<file path="config.mk">
export PLATFORM = sky130hd
export DESIGN_NAME = input_conditioner
export DESIGN_NICKNAME = d
export VERILOG_FILES = /design/src/rtl/input_conditioner.sv
export SDC_FILE = /design/constraint.sdc
export NUM_CORES = 1
export LEC_CHECK = 0
export ABC_AREA = 1
export BUFFER_PORTS_ARGS = -buffer_cell sky130_fd_sc_hd__buf_2
export CAP_MARGIN = 20
export CORE_MARGIN = 5
export CORE_UTILIZATION = 53
export CTS_BUF_LIST = sky130_fd_sc_hd__clkbuf_4 sky130_fd_sc_hd__clkbuf_8
export CTS_CLUSTER_DIAMETER = 120
export DETAILED_ROUTE_END_ITERATION = 8
export PLACE_DENSITY = 0.7
export SYNTH_ARGS = -nofsm -noshare
export SYNTH_HDL_FRONTEND = slang
export SYNTH_SLANG_ARGS = --single-unit
export TNS_END_PERCENT = 20
</file>
<file path="constraint.sdc">
create_clock -name clk -period 4.8 [get_ports clk]
set_clock_uncertainty 0.05 [all_clocks]
set_input_delay 1.2 -clock clk [delete_from_list [all_inputs] [get_ports clk]]
set_output_delay 1.2 -clock clk [all_outputs]
set_load 0.01 [all_outputs]
</file>
<file path="src/rtl/input_conditioner.sv">
// input_conditioner: per-channel synchroniser, tick-sampled debouncer and
// press/release/long-press classifier for board buttons and switches.
// Optional auto-repeat is built when INPUT_COND_REPEAT_EN is defined.
// The debounced-fall pulse port is named release_pulse because "release"
// is a reserved word in the language.
module input_conditioner #(
  parameter int WIDTH          = 4,
  parameter int SYNC_STAGES    = 2,
  parameter int SAMPLE_CNT_MAX = 25000,
  parameter int PULSE_CNT_MAX  = 200,
  parameter int LONG_CNT_MAX   = 2000,
  parameter int REPEAT_CNT_MAX = 200
) (
  input  logic             clk,
  input  logic             rst,
  input  logic [WIDTH-1:0] in,
  input  logic [WIDTH-1:0] enable,
  output logic [WIDTH-1:0] level,
  output logic [WIDTH-1:0] press,
  output logic [WIDTH-1:0] release_pulse,
  output logic [WIDTH-1:0] long_press,
  output logic [WIDTH-1:0] held
);

  localparam int SW = $clog2(SAMPLE_CNT_MAX + 1);
  localparam int PW = $clog2(PULSE_CNT_MAX + 1);
  localparam int LW = $clog2(LONG_CNT_MAX + 1);
  localparam logic [SW-1:0] S_LAST = SW'(SAMPLE_CNT_MAX - 1);
  localparam logic [PW-1:0] P_MAX  = PW'(PULSE_CNT_MAX);
  localparam logic [LW-1:0] L_MAX  = LW'(LONG_CNT_MAX);

  localparam logic [1:0] ST_IDLE    = 2'd0;
  localparam logic [1:0] ST_PRESSED = 2'd1;
  localparam logic [1:0] ST_HELD    = 2'd2;
`ifdef INPUT_COND_REPEAT_EN
  localparam logic [1:0] ST_REPEAT  = 2'd3;
  localparam int RW = $clog2(REPEAT_CNT_MAX + 1);
  localparam logic [RW-1:0] R_MAX = RW'(REPEAT_CNT_MAX);
  logic [RW-1:0] rep_q [WIDTH];
  logic [RW-1:0] rep_d [WIDTH];
`endif

  logic [WIDTH-1:0] sync_q  [SYNC_STAGES];
  logic [WIDTH-1:0] sync_d  [SYNC_STAGES];
  logic [SW-1:0]    samp_q, samp_d;
  logic             tick;
  logic [PW-1:0]    cnt_q   [WIDTH];
  logic [PW-1:0]    cnt_d   [WIDTH];
  logic [LW-1:0]    hold_q  [WIDTH];
  logic [LW-1:0]    hold_d  [WIDTH];
  logic [1:0]       state_q [WIDTH];
  logic [1:0]       state_d [WIDTH];
  logic [WIDTH-1:0] level_q, level_d;

  // Next-state logic: sample tick, debounce counters, per-channel classifier.
  // level_q is loaded from cnt_d so a dropping tick lowers level on the same
  // edge that would complete hold_cnt; the release therefore beats long_press.
  always_comb begin
    tick   = (samp_q == S_LAST);
    samp_d = tick ? '0 : samp_q + SW'(1);
    sync_d[0] = in;
    for (int unsigned s = 1; s < SYNC_STAGES; s++) sync_d[s] = sync_q[s-1];
    level         = '0;
    press         = '0;
    release_pulse = '0;
    long_press    = '0;
    held          = '0;
    level_d       = '0;
    for (int unsigned i = 0; i < WIDTH; i++) begin
      cnt_d[i]   = cnt_q[i];
      hold_d[i]  = hold_q[i];
      state_d[i] = state_q[i];
`ifdef INPUT_COND_REPEAT_EN
      rep_d[i]   = rep_q[i];
`endif
      if (tick) begin
        if (sync_q[SYNC_STAGES-1][i])
          cnt_d[i] = (cnt_q[i] == P_MAX) ? P_MAX : cnt_q[i] + PW'(1);
        else
          cnt_d[i] = '0;
      end
      level_d[i] = (cnt_d[i] == P_MAX);
      level[i]   = level_q[i];

      case (state_q[i])
        ST_IDLE: begin
          hold_d[i] = '0;
          if (level_q[i]) begin
            press[i]   = 1'b1;
            state_d[i] = ST_PRESSED;
          end
        end
        ST_PRESSED: begin
          if (!level_q[i]) begin
            release_pulse[i] = 1'b1;
            state_d[i]       = ST_IDLE;
            hold_d[i]        = '0;
          end else if (hold_q[i] == L_MAX) begin
            long_press[i] = 1'b1;
            held[i]       = 1'b1;
`ifdef INPUT_COND_REPEAT_EN
            state_d[i]    = ST_REPEAT;
            rep_d[i]      = '0;
`else
            state_d[i]    = ST_HELD;
`endif
          end else if (tick) begin
            hold_d[i] = hold_q[i] + LW'(1);
          end
        end
        ST_HELD: begin
          if (!level_q[i]) begin
            release_pulse[i] = 1'b1;
            state_d[i]       = ST_IDLE;
            hold_d[i]        = '0;
          end else begin
            held[i] = 1'b1;
          end
        end
`ifdef INPUT_COND_REPEAT_EN
        ST_REPEAT: begin
          if (!level_q[i]) begin
            release_pulse[i] = 1'b1;
            state_d[i]       = ST_IDLE;
            hold_d[i]        = '0;
            rep_d[i]         = '0;
          end else begin
            held[i] = 1'b1;
            if (rep_q[i] == R_MAX) begin
              press[i] = 1'b1;
              rep_d[i] = tick ? RW'(1) : '0;
            end else if (tick) begin
              rep_d[i] = rep_q[i] + RW'(1);
            end
          end
        end
`endif
        default: state_d[i] = ST_IDLE;
      endcase

      if (!enable[i]) begin
        cnt_d[i]         = '0;
        hold_d[i]        = '0;
        state_d[i]       = ST_IDLE;
        level_d[i]       = 1'b0;
`ifdef INPUT_COND_REPEAT_EN
        rep_d[i]         = '0;
`endif
        level[i]         = 1'b0;
        press[i]         = 1'b0;
        release_pulse[i] = 1'b0;
        long_press[i]    = 1'b0;
        held[i]          = 1'b0;
      end
    end
  end

  // State registers, all cleared asynchronously.
  always_ff @(posedge clk or posedge rst) begin
    if (rst) begin
      for (int unsigned s = 0; s < SYNC_STAGES; s++) sync_q[s] <= '0;
      samp_q  <= '0;
      level_q <= '0;
      for (int unsigned i = 0; i < WIDTH; i++) begin
        cnt_q[i]   <= '0;
        hold_q[i]  <= '0;
        state_q[i] <= ST_IDLE;
`ifdef INPUT_COND_REPEAT_EN
        rep_q[i]   <= '0;
`endif
      end
    end else begin
      for (int unsigned s = 0; s < SYNC_STAGES; s++) sync_q[s] <= sync_d[s];
      samp_q  <= samp_d;
      level_q <= level_d;
      for (int unsigned i = 0; i < WIDTH; i++) begin
        cnt_q[i]   <= cnt_d[i];
        hold_q[i]  <= hold_d[i];
        state_q[i] <= state_d[i];
`ifdef INPUT_COND_REPEAT_EN
        rep_q[i]   <= rep_d[i];
`endif
      end
    end
  end

endmodule
</file>
=== After elaboration in Yosys (flattened, before gate mapping) ===
Cells that the tools add are included.

* Equal/unequal tests: 45
* Mux-type cells: 121
* Reduce and logical (&&, ||, !) cells: 16
* Magnitude comparators: 0
* Multipliers: 0
* Div/mod/pow operators: 0
* $add $sub $neg: 9
* Shift-type cells: 0
* Bitwise gates (word level): 0

{| class="wikitable"
|+ Operators with widths
! kind !! number
|-
| 2-to-1 mux 11 bit || 20
|-
| one-hot mux 11 bit (3 select lines) || 4
|-
| 2-to-1 mux 8 bit || 16
|-
| == test 8 bit (second input constant) || 8
|-
| 2-to-1 mux 1 bit || 52
|-
| != test 4 bit (second input constant) || 12
|-
| adder 11 x 1 -> 11 bit (second input constant) || 4
|-
| == test 11 bit (second input constant) || 4
|-
| 2-to-1 mux 2 bit || 20
|-
| adder 8 x 1 -> 8 bit (second input constant) || 4
|-
| != test 3 bit (second input constant) || 8
|-
| one-hot mux 2 bit (3 select lines) || 4
|-
| != test 4 x 1 -> 1 bit (second input constant) || 4
|-
| AND reduction 4 bit || 4
|-
| adder 15 x 1 -> 15 bit (second input constant) || 1
|-
| == test 15 bit (second input constant) || 1
|-
| 2-to-1 mux 15 bit || 1
|-
| AND reduction 3 bit || 4
|-
| == test 2 x 1 -> 1 bit (second input constant) || 4
|-
| == test 2 bit (second input constant) || 4
|-
| zero test 2 bit || 4
|-
| one-hot mux 1 bit (2 select lines) || 4
|-
| OR reduction 2 bit || 4
|}

* Output and inout port bits: 20
* Memory bits (writable): 0
* Bits of input ports: 10
* Logic and storage cells: 207
* Memories kept: 0
* Bits in latches: 0
* Memory bits (read-only): 0
* Register bits after elaboration: 111

=== Depth between registers and ports, before layout ===
Gate-level depths: netlist (run 1).

* Depth in word-level cells: 6
* Gate-level depth with buffers: 12
* Gate-level depth less buffers: 12

=== Least setup slack after synthesis (run 1) ===
OpenSTA, ideal clock, no wires.

* Path kind: input-to-output
* Start point: input enable[0]
* End point: output held[0]
* Path buffers: 1
* Stages: 7
* Required time: 3550 ps
* Slack: 1357 ps
* Arrival: 2193 ps
* Path through: buf_2 -> nand2_2 -> nor2_1 -> inv_1 -> nor2_1 -> inv_1 -> a21oi_1

* Cells in the longest elaborated chain, start to end: 1

{| class="wikitable"
|+ RTL lines
! item !! line !! text
|-
| start, declared || 17 || <nowiki>input logic [WIDTH-1:0] enable,</nowiki>
|-
| 2-to-1 mux 1 bit || 141 || <nowiki>if (!enable[i]) begin</nowiki>
|-
| end, declared || 22 || <nowiki>output logic [WIDTH-1:0] held</nowiki>
|}

Every way passes these cells.

=== Worst setup path in the final report (run 1) ===
Same ends and word-level chain as after synthesis.

==> results_dict.tcl, run 1 <==
set metrics [dict create \
    status "finished clean" \
    cts_hold_buf 0 \
    mappedNetlistNets 1078 \
    hpwl_um 10600 \
    first_pass_iters 5 \
    wl_per_cell_um 12.0 \
    synth_warnings 0 \
    power_density_nw_per_um2 220 \
    grt_pass1_wl_um 26200 \
    dieArea_um2 16300 \
    crit_type "in -> out" \
    grt_pass1_vias 5681 \
    cp-endpoint "held[0]" \
    setup_viol 0 \
    yosysMostFrequentCell "nand2_1" \
    cts_setup_buffers 0 \
    ff2ff_setup_slack_ns 2.65 \
    wl_um 14900 \
    critPathRequiredTime_ns 3.55 \
    overflow 0 \
    yosysTopAreaCell "dfrtp_1" \
    area_delta_synth_final_pct 6.05 \
    slew_headroom_pct 41.2 \
    cp-end-kind "output pin" \
    max_clock_freq_mhz 288 \
    cp-startpoint "enable[0]" \
    preCtsSetupSlack_ns 1.33 \
    cts_root_buf "clkbuf_8" \
    grtUsageTotal_pct 19.4 \
    cp.depth 8 \
    peakVddDrop_v 0.000188 \
    drv_slew 0 \
    die_w_um 128 \
    post-route-period-util_pct 72.3 \
    globalplace.congestion 0.848 \
    crit_chain "buf_2 -> nand2_2 -> nor2_1 -> inv_1 -> nor2_1 -> inv_1 -> a21oi_1 -> buf_2" \
    rsz0062_at_grt "no" \
    setup_ws_ns 1.33 \
    fp.coreArea_um2 13700 \
    drc_errors 0 \
    fp-row-count 43 \
    antennaDiodeCount 0 \
    antenna_found_initial 0 \
    final_nets 1098 \
    netlist_instances 1035 \
    synthTopCellsByArea "dfrtp_1, nand2_1, nand3_1, inv_1, nor2_1" \
    max_stage_delay_ns 0.20 \
    num-fill-cells 1330 \
    drt_iter0_drc 409 \
    clkTransAtPathRegs_ns 0.10 \
    cp-start-kind "input pin" \
    port-buffer-count 29 \
    via_count 6273 \
    grt_max_degree 74 \
    cts_resized 0 \
    cts_max_path_buffers 2 \
    pin_count 30 \
    layout-drive-gt1-share_pct 9.25 \
    hold_viol_final 0 \
    fp.dieH_um 128 \
    via_per_inst 5.06 \
    synth.avg_cell_area_um2 7.08 \
    rr_startpoint "samp_q[0]$_DFF_PP0_" \
    stdcell_count 1240 \
    min_path_type "reg -> reg" \
    synthFlopType "dfrtp_1" \
    cts_tree "built" \
    cts_num_sinks 111 \
    synth_top_area_share_pct 37.9 \
    synthTopCellsByCount "nand2_1, inv_1, nor2_1" \
    cp.arrival_ns 2.22 \
    path_buf_inv 4 \
    yosysSeqAreaShare_pct 37.9 \
    path_delay_family "buffers and inverters" \
    dp_cells 1223 \
    h-tree-depth 3 \
    synth_cell_types 39 \
    finalCriticalPeriod_ns 3.47 \
    async_reset_ff_share_pct 100 \
    slowest_stage "nor2_1" \
    cts_buffers 9 \
    r2r-end "level_q[0]$_DFF_PP0_" \
    netlist_area_um2 7330 \
    p_leak_nw 3.62 \
    initial_core_util_pct 53.4 \
    path_max_fanout 10 \
    reg2reg_depth 10 \
    cap_violations 0 \
    worstMarginPinSlew_ns 0.881 \
    holdWs_ns 0.304 \
    clk_latency_ns 0.41 \
    ys_seq_elements 111 \
    synth_enable_flop_cells 0 \
    fin_setup_tns_ns 0 \
    postRouteAntennaNets 0 \
]
## where the power goes
part / internal [W] / leakage (nW) / total (W) / switching [W]
registers: 0.000945 / 1.51 / 0.000955 / 0.00000968
logic: 0.0000411 / 2.01 / 0.000168 / 0.000127
clock network: 0.000251 / 0.104 / 0.000585 / 0.000334
## per-layer routing
| layer | vias to the layer above | global-route usage (%) | routed length, um |
|---|---|---|---|
| li1 | 3355 | - | - |
| met1 | 2827 | 26.8 | 7480 |
| met2 | 81 | 30.9 | 6730 |
| met3 | 10 | 5.10 | 586 |
| met4 | 0 | 4.24 | 138 |
| met5 | - | 0 | 0 |
## state kept, by name, indices dropped and copies added, names as in the netlist
register,cells
level_q,4
samp_q,15
cnt_q,32
hold_q,44
state_q,8
sync_d,4
sync_q,4
## kinds of logic after synthesis
logic type	share of synthesized area, %
simple gates	35.9
buf+inv	10.5
flops	37.9
compound gates	7.36
fa+ha+maj	5.64
xor+xnor	2.75
## placed cells by master, fill, tap and decap left out, types with 2 or more instances in the layout
cell type,instances
nand3_2,4
xnor2_1,2
nor2_1,134
nand3_1,121
inv_2,8
nand2_2,8
a21oi_1,19
ha_1,33
clkinv_2,2
a41oi_1,3
xor2_1,21
nand2_1,220
nor3_1,45
o21bai_1,2
nor3_2,2
nand4_1,21
clkbuf_8,9
buf_2,29
o21ai_1,17
inv_1,149
o31ai_1,3
nor2_4,4
nand2_4,2
clkinv_4,3
dfrtp_1,111
or2_2,5
o21ai_0,50
a31oi_1,2
clkinv_1,3
nor2_2,14
## area by class of cell
type	count	area, um2	area share [%]
clock buffer	10	131	1.69
multi-input combinational	740	3780	48.7
inverter	162	612	7.87
sequential	111	2780	35.7
tap	180	225	2.90
clock inverter	6	70.1	0.902
timing repair buffer	31	173	2.22
## per-stage QoR
step / instance area [um2] / power (W) / utilization (%)
2_1_floorplan: 7330 / 0.00110 / -
3_3_place_gp: 7560 / 0.00114 / 55.1
3_5_place_dp: 7560 / 0.00114 / 55.1
4_1_cts: 7760 / 0.00173 / 56.6
5_1_grt: 7770 / 0.00180 / 56.6
6_report: 7770 / 0.00171 / 56.6
## how the worst min path moves through the flow
stage                        startpoint                   to  slack [ns]  depth (start not counted)
CTS                 sync_d[2]$_DFF_PP0_  sync_q[2]$_DFF_PP0_        0.31                          0
finish              sync_d[3]$_DFF_PP0_  sync_q[3]$_DFF_PP0_        0.30                          0
global placement    sync_d[0]$_DFF_PP0_  sync_q[0]$_DFF_PP0_        0.28                          0
detailed placement  sync_d[2]$_DFF_PP0_  sync_q[2]$_DFF_PP0_        0.29                          0
global route        sync_d[3]$_DFF_PP0_  sync_q[3]$_DFF_PP0_        0.32                          0
floorplan           sync_d[0]$_DFF_PP0_  sync_q[0]$_DFF_PP0_        0.28                          0
Power figures use the tool's default switching activity.
==> run 2, diff against run 1 <==
- ABC_AREA: 1 -> 0
- clock period: 4.8 -> 3.2 ns (I/O delays scaled with it)
==> run 2 against run 1 <==
Against the previous run:
- clock power increased by 41%
- cell area fell by 3.0%
- sequential power increased by 49%
- critical path type is now reg -> out
==> results_dict.tcl, run 2 <==
set metrics [dict create \
    setup_viol 0 \
    final_cell_mix "dfrtp_1, nand2_1, o21ai_0" \
    wl_um 14700 \
    cts_root_buf "clkbuf_8" \
    fp.coreArea_um2 12700 \
    cp-end-kind "output pin" \
    holdWs_ns 0.307 \
    drt_iter0_drc 388 \
    setup_ws_ns 0.104 \
    cts_tree "built" \
    antenna_found_initial 0 \
    die_w_um 125 \
    fp.dieH_um 125 \
    drv_slew 0 \
    max_clock_freq_mhz 323 \
    clk_latency_ns 0.39 \
    p_leak_nw 3.15 \
    largest_register_ffs 44 \
    post-route-period-util_pct 96.8 \
    antennaDiodeCount 0 \
    wl_per_cell_um 14.9 \
    via_per_inst 5.98 \
    dieArea_um2 15500 \
    fin_area_um2 7540 \
    port-buffer-count 29 \
    peakVddDrop_v 0.000277 \
    grtUsageTotal_pct 19.3 \
    synthTopCellsByArea "dfrtp_1, ha_1, nand2_1, o21ai_0, nand3_1" \
    synthTopCellsByCount "dfrtp_1, nand2_1, o21ai_0" \
    drc_errors 0 \
    hpwl_um 10300 \
    grt_max_degree 65 \
    synth_top_area_share_pct 39.9 \
    cts_max_path_buffers 2 \
    layout_commonest_cell "dfrtp_1" \
    cts_buffers 9 \
    grt_pass1_vias 5933 \
    via_count 5881 \
    cts_num_sinks 111 \
    globalplace.congestion 0.872 \
    largest-register "hold_q" \
    area_delta_synth_final_pct 8.35 \
    ys_seq_elements 111 \
    path_max_fanout 2 \
    cp-start-kind "register" \
    mappedNetlistNets 821 \
    postRouteAntennaNets 0 \
    placed_area_um2 7300 \
    dp_cells 962 \
    layout-drive-gt1-share_pct 11.7 \
    netlist_instances 778 \
    initial_core_util_pct 54.7 \
    netlist_area_um2 6960 \
    yosysSeqAreaShare_pct 39.9 \
    yosysMostFrequentCell "dfrtp_1" \
    synthFlopType "dfrtp_1" \
    reg_top3 "hold_q (44), cnt_q (32), samp_q (15)" \
    synth_cell_types 76 \
    synth.avg_cell_area_um2 8.94 \
    critPathRequiredTime_ns 2.35 \
    fin_setup_tns_ns 0 \
    cap_violations 0 \
    grt_pass1_wl_um 26100 \
    final_nets 849 \
    synth_warnings 0 \
    async_reset_ff_share_pct 100 \
    fp-row-count 41 \
    rsz0062_at_grt "no" \
    yosysTopAreaCell "dfrtp_1" \
    finalCriticalPeriod_ns 3.10 \
    min_path_type "reg -> reg" \
    status "finished clean" \
    overflow 0 \
    power_density_nw_per_um2 323 \
    stdcell_count 983 \
    pin_count 30 \
    first_pass_iters 5 \
    preCtsSetupSlack_ns 0.332 \
    synth_enable_flop_cells 0 \
    hold_viol_final 0 \
    h-tree-depth 3 \
    crit_type "reg -> out" \
    slew_headroom_pct 54.9 \
    worstMarginPinSlew_ns 0.670 \
    clkTransAtPathRegs_ns 0.10 \
    cp.arrival_ns 2.25 \
]
-- run 2: cell count changes after synthesis, sizes merged, moves of 18 or more --
cell	delta
o31ai	+18
nand2	-147
a21boi	+19
a21oi	+19
or4	+21
inv	-120
nand3	-84
nor2	-122
o21ai	-20
and2	+20
and3	+21
-- run 2: power by group --
part	internal (W)	total, W	switching [W]
Clock	0.000331	0.000824	0.000493
Sequential	0.00141	0.00142	0.0000107
Combinational	0.0000622	0.000186	0.000124
-- run 2: worst paths after layout --
kind	from	endpoint	slack (ns)	depth (start not counted)
setup / recovery	hold_q[12]$_DFFE_PP0P_	held[2]	0.10	7
hold / removal	sync_d[1]$_DFF_PP0_	sync_q[1]$_DFF_PP0_	0.31	0
setup reg to reg	samp_q[0]$_DFF_PP0_	hold_q[8]$_DFFE_PP0P_	0.51	8
hold reg to reg	sync_d[1]$_DFF_PP0_	sync_q[1]$_DFF_PP0_	0.31	0
max in group asynchronous	rst	hold_q[7]$_DFFE_PP0P_	2.16	3
min in group asynchronous	rst	state_q[4]$_DFFE_PP0P_	0.32	2
-- run 2: cell type report --
type	instances	area, um2
fillers	1144	5180
multi-input cells	602	3920
flip-flops and latches	111	2780
repair buffers	44	283
well taps	172	215
clock buffers	11	151
inverters	38	146
clock inverters	5	40.0
-- run 2: stage by stage --
stage	power [W]	utilization, %
after detailed placement	0.00164	57.4
final	0.00243	59.2
after floorplan	0.00158	-
after CTS	0.00248	59.2
after global placement	0.00163	57.4
after global routing	0.00256	59.2
-- run 2: critical path, cell delays in order (launching register included) --
cell and delay, ns:
dfrtp_1 0.41, inv_2 0.07, ha_1 0.12, or4b_4 0.45, or4_4 0.45, nor2_4 0.12, o21a_1 0.11, buf_2 0.12
-- run 2: cell families after synthesis --
family | Yosys count | synth area share (%)
AND/OR/NAND/NOR | 354 | 28.2
AO/OA/AOI/OAI | 179 | 17.1
flip-flops | 111 | 39.9
buffers and inverters | 65 | 3.83
adder cells (fa/ha/maj) | 33 | 5.94
XOR/XNOR | 18 | 2.27
multiplexers | 18 | 2.66
-- run 2: layer usage --
metal,wire [um],GRT usage (%),vias to the layer above,part of all wire [%]
met5,0,0,-,0
met4,170,5.67,0,1.2
met3,571,4.50,16,3.9
met2,7200,33.2,115,49
met1,6740,24.3,2842,46
li1,-,-,2908,-
-- run 2: timing repair --
action	4_1_cts	5_1_grt
buffers inserted	5	0
pin swaps	3	1
hold buffers	0	0
endpoints found under the setup margin	2	1
resized for setup	5	0
==> run 3, diff against run 2 <==
- clock period: 3.2 -> 3.4 ns (I/O delays scaled with it)
==> run 3 against run 2 <==
Against the previous run:
- sequential share of layout area shrank 0.13 points
- flip-flop and latch count unchanged
- first-iteration DRC count is 9.3% lower
- critical path type unchanged
- largest cell class unchanged
- clock power up 17%
==> results_dict.tcl, run 3 (synthesized netlist as in run 2, its figures left out) <==
set metrics [dict create \
    grtUsageMet2_pct 32.7 \
    cts_buffers 9 \
    hold_viol_final 0 \
    slowest_stage "or4_4" \
    grt_busiest_layer "met2" \
    grt_util_met1_pct 24.7 \
    path_max_fanout 5 \
    via_count 5882 \
    clkTransAtPathRegs_ns 0.10 \
    worstMarginPinSlew_ns 0.735 \
    max_stage_delay_ns 0.55 \
    preCtsSetupSlack_ns 0.471 \
    rsz0062_at_grt "yes" \
    largest-register "hold_q" \
    rr_startpoint "hold_q[11]$_DFFE_PP0P_" \
    cts_max_path_buffers 2 \
    grt_max_degree 112 \
    fp.coreArea_um2 12700 \
    num-fill-cells 1162 \
    wl_um 14700 \
    drv_slew 0 \
    cts_root_buf "clkbuf_8" \
    cp.depth 7 \
    first_pass_iters 5 \
    hpwl_um 10200 \
    status "finished clean" \
    post-route-period-util_pct 96.9 \
    grt_pass1_wl_um 25600 \
    final_nets 845 \
    finalCriticalPeriod_ns 3.30 \
    critPathRequiredTime_ns 2.50 \
    crit_chain "inv_2 -> ha_4 -> or4b_4 -> or4_4 -> nor2_4 -> o21a_1 -> buf_2" \
    max_clock_freq_mhz 303 \
    path_delay_family "simple AND/OR/NAND/NOR gates" \
    h-tree-depth 3 \
    dieArea_um2 15500 \
    antennaDiodeCount 0 \
    slew_headroom_pct 50.6 \
    clk_latency_ns 0.38 \
    grt_pass1_vias 5622 \
    overflow 0 \
    cts_tree "built" \
    cp-start-kind "register" \
    cap_violations 0 \
    antenna_found_initial 0 \
    finalPower_w 0.00247 \
    ff2ff_setup_slack_ns 0.61 \
    fp.dieH_um 125 \
    cts_hold_buf 0 \
    postRouteAntennaNets 0 \
    reg2reg_depth 9 \
    worstHoldStart "sync_d[0]$_DFF_PP0_" \
    pin_count 30 \
    p_leak_nw 3.16 \
    die_w_um 125 \
    area_delta_synth_final_pct 8.78 \
    setup_ws_ns 0.104 \
    final_cell_mix "dfrtp_1, nand2_1, o21ai_0" \
    port-buffer-count 29 \
    globalplace.congestion 0.908 \
    cp-end-kind "output pin" \
    power_density_nw_per_um2 327 \
    cp.arrival_ns 2.40 \
    drc_errors 0 \
    worstHoldPathCells 0 \
    initial_core_util_pct 54.7 \
    layout_commonest_cell "dfrtp_1" \
    largest_register_ffs 44 \
    crit_type "reg -> out" \
    min_path_type "reg -> reg" \
    grtUsageTotal_pct 19.0 \
    setup_viol 0 \
    reg_top3 "hold_q (44), cnt_q (32), samp_q (15)" \
    cp-startpoint "hold_q[11]$_DFFE_PP0P_" \
    layout-drive-gt1-share_pct 11.5 \
    fin_setup_tns_ns 0 \
    via_per_inst 6.01 \
    gr-usage-met3_pct 3.60 \
    cts_num_sinks 111 \
    fp-row-count 41 \
    wl_per_cell_um 15.0 \
    path_buf_inv 2 \
    holdWs_ns 0.309 \
    peakVddDrop_v 0.000331 \
    drt_iter0_drc 352 \
]
run 3: layer usage:
layer  vias to the layer above  routed length (um)
li1                       2908                   -
met1                      2852                6740
met2                       112                7340
met3                        10                 498
met4                         0                 113
met5                         -                   0
run 3: power by group:
part | internal [W] | leakage [nW] | switching (W)
Sequential | 0.00133 | 1.51 | 0.0000105
Clock | 0.000518 | 0.119 | 0.000445
Combinational | 0.0000537 | 1.53 | 0.000115
run 3: layout make-up:
type                    instances  area (um2)  area share (%)
multi-input cells             602        3940            52.0
flip-flops and latches        111        2780            36.7
repair buffers                 40         240            3.17
well taps                     172         215            2.84
inverters                      38         146            1.93
clock buffers                  11         145            1.92
clock inverters                 5         105            1.39
run 3: path summary, 6_finish.rpt:
path | to
worst max-delay path | held[2]
worst min register to register | sync_q[0]$_DFF_PP0_
min in group asynchronous | level_q[2]$_DFF_PP0_
worst max register to register | hold_q[12]$_DFFE_PP0P_
max in group asynchronous | hold_q[28]$_DFFE_PP0P_
worst min-delay path | sync_q[0]$_DFF_PP0_
run 3: timing repair:
item / CTS / global route
setup buffers: 0 / 4
resized for setup: 0 / 8
setup endpoints to repair: 0 / 1
run 3: per-stage QoR:
stage                     area [um2]  std cells  utilization, %
final                           7570        979            59.5
after global routing            7570        979            59.5
after CTS                       7510        975            59.0
after detailed placement        7260        959            57.1
after global placement          7260        959            57.1
after floorplan                 6960        778               -
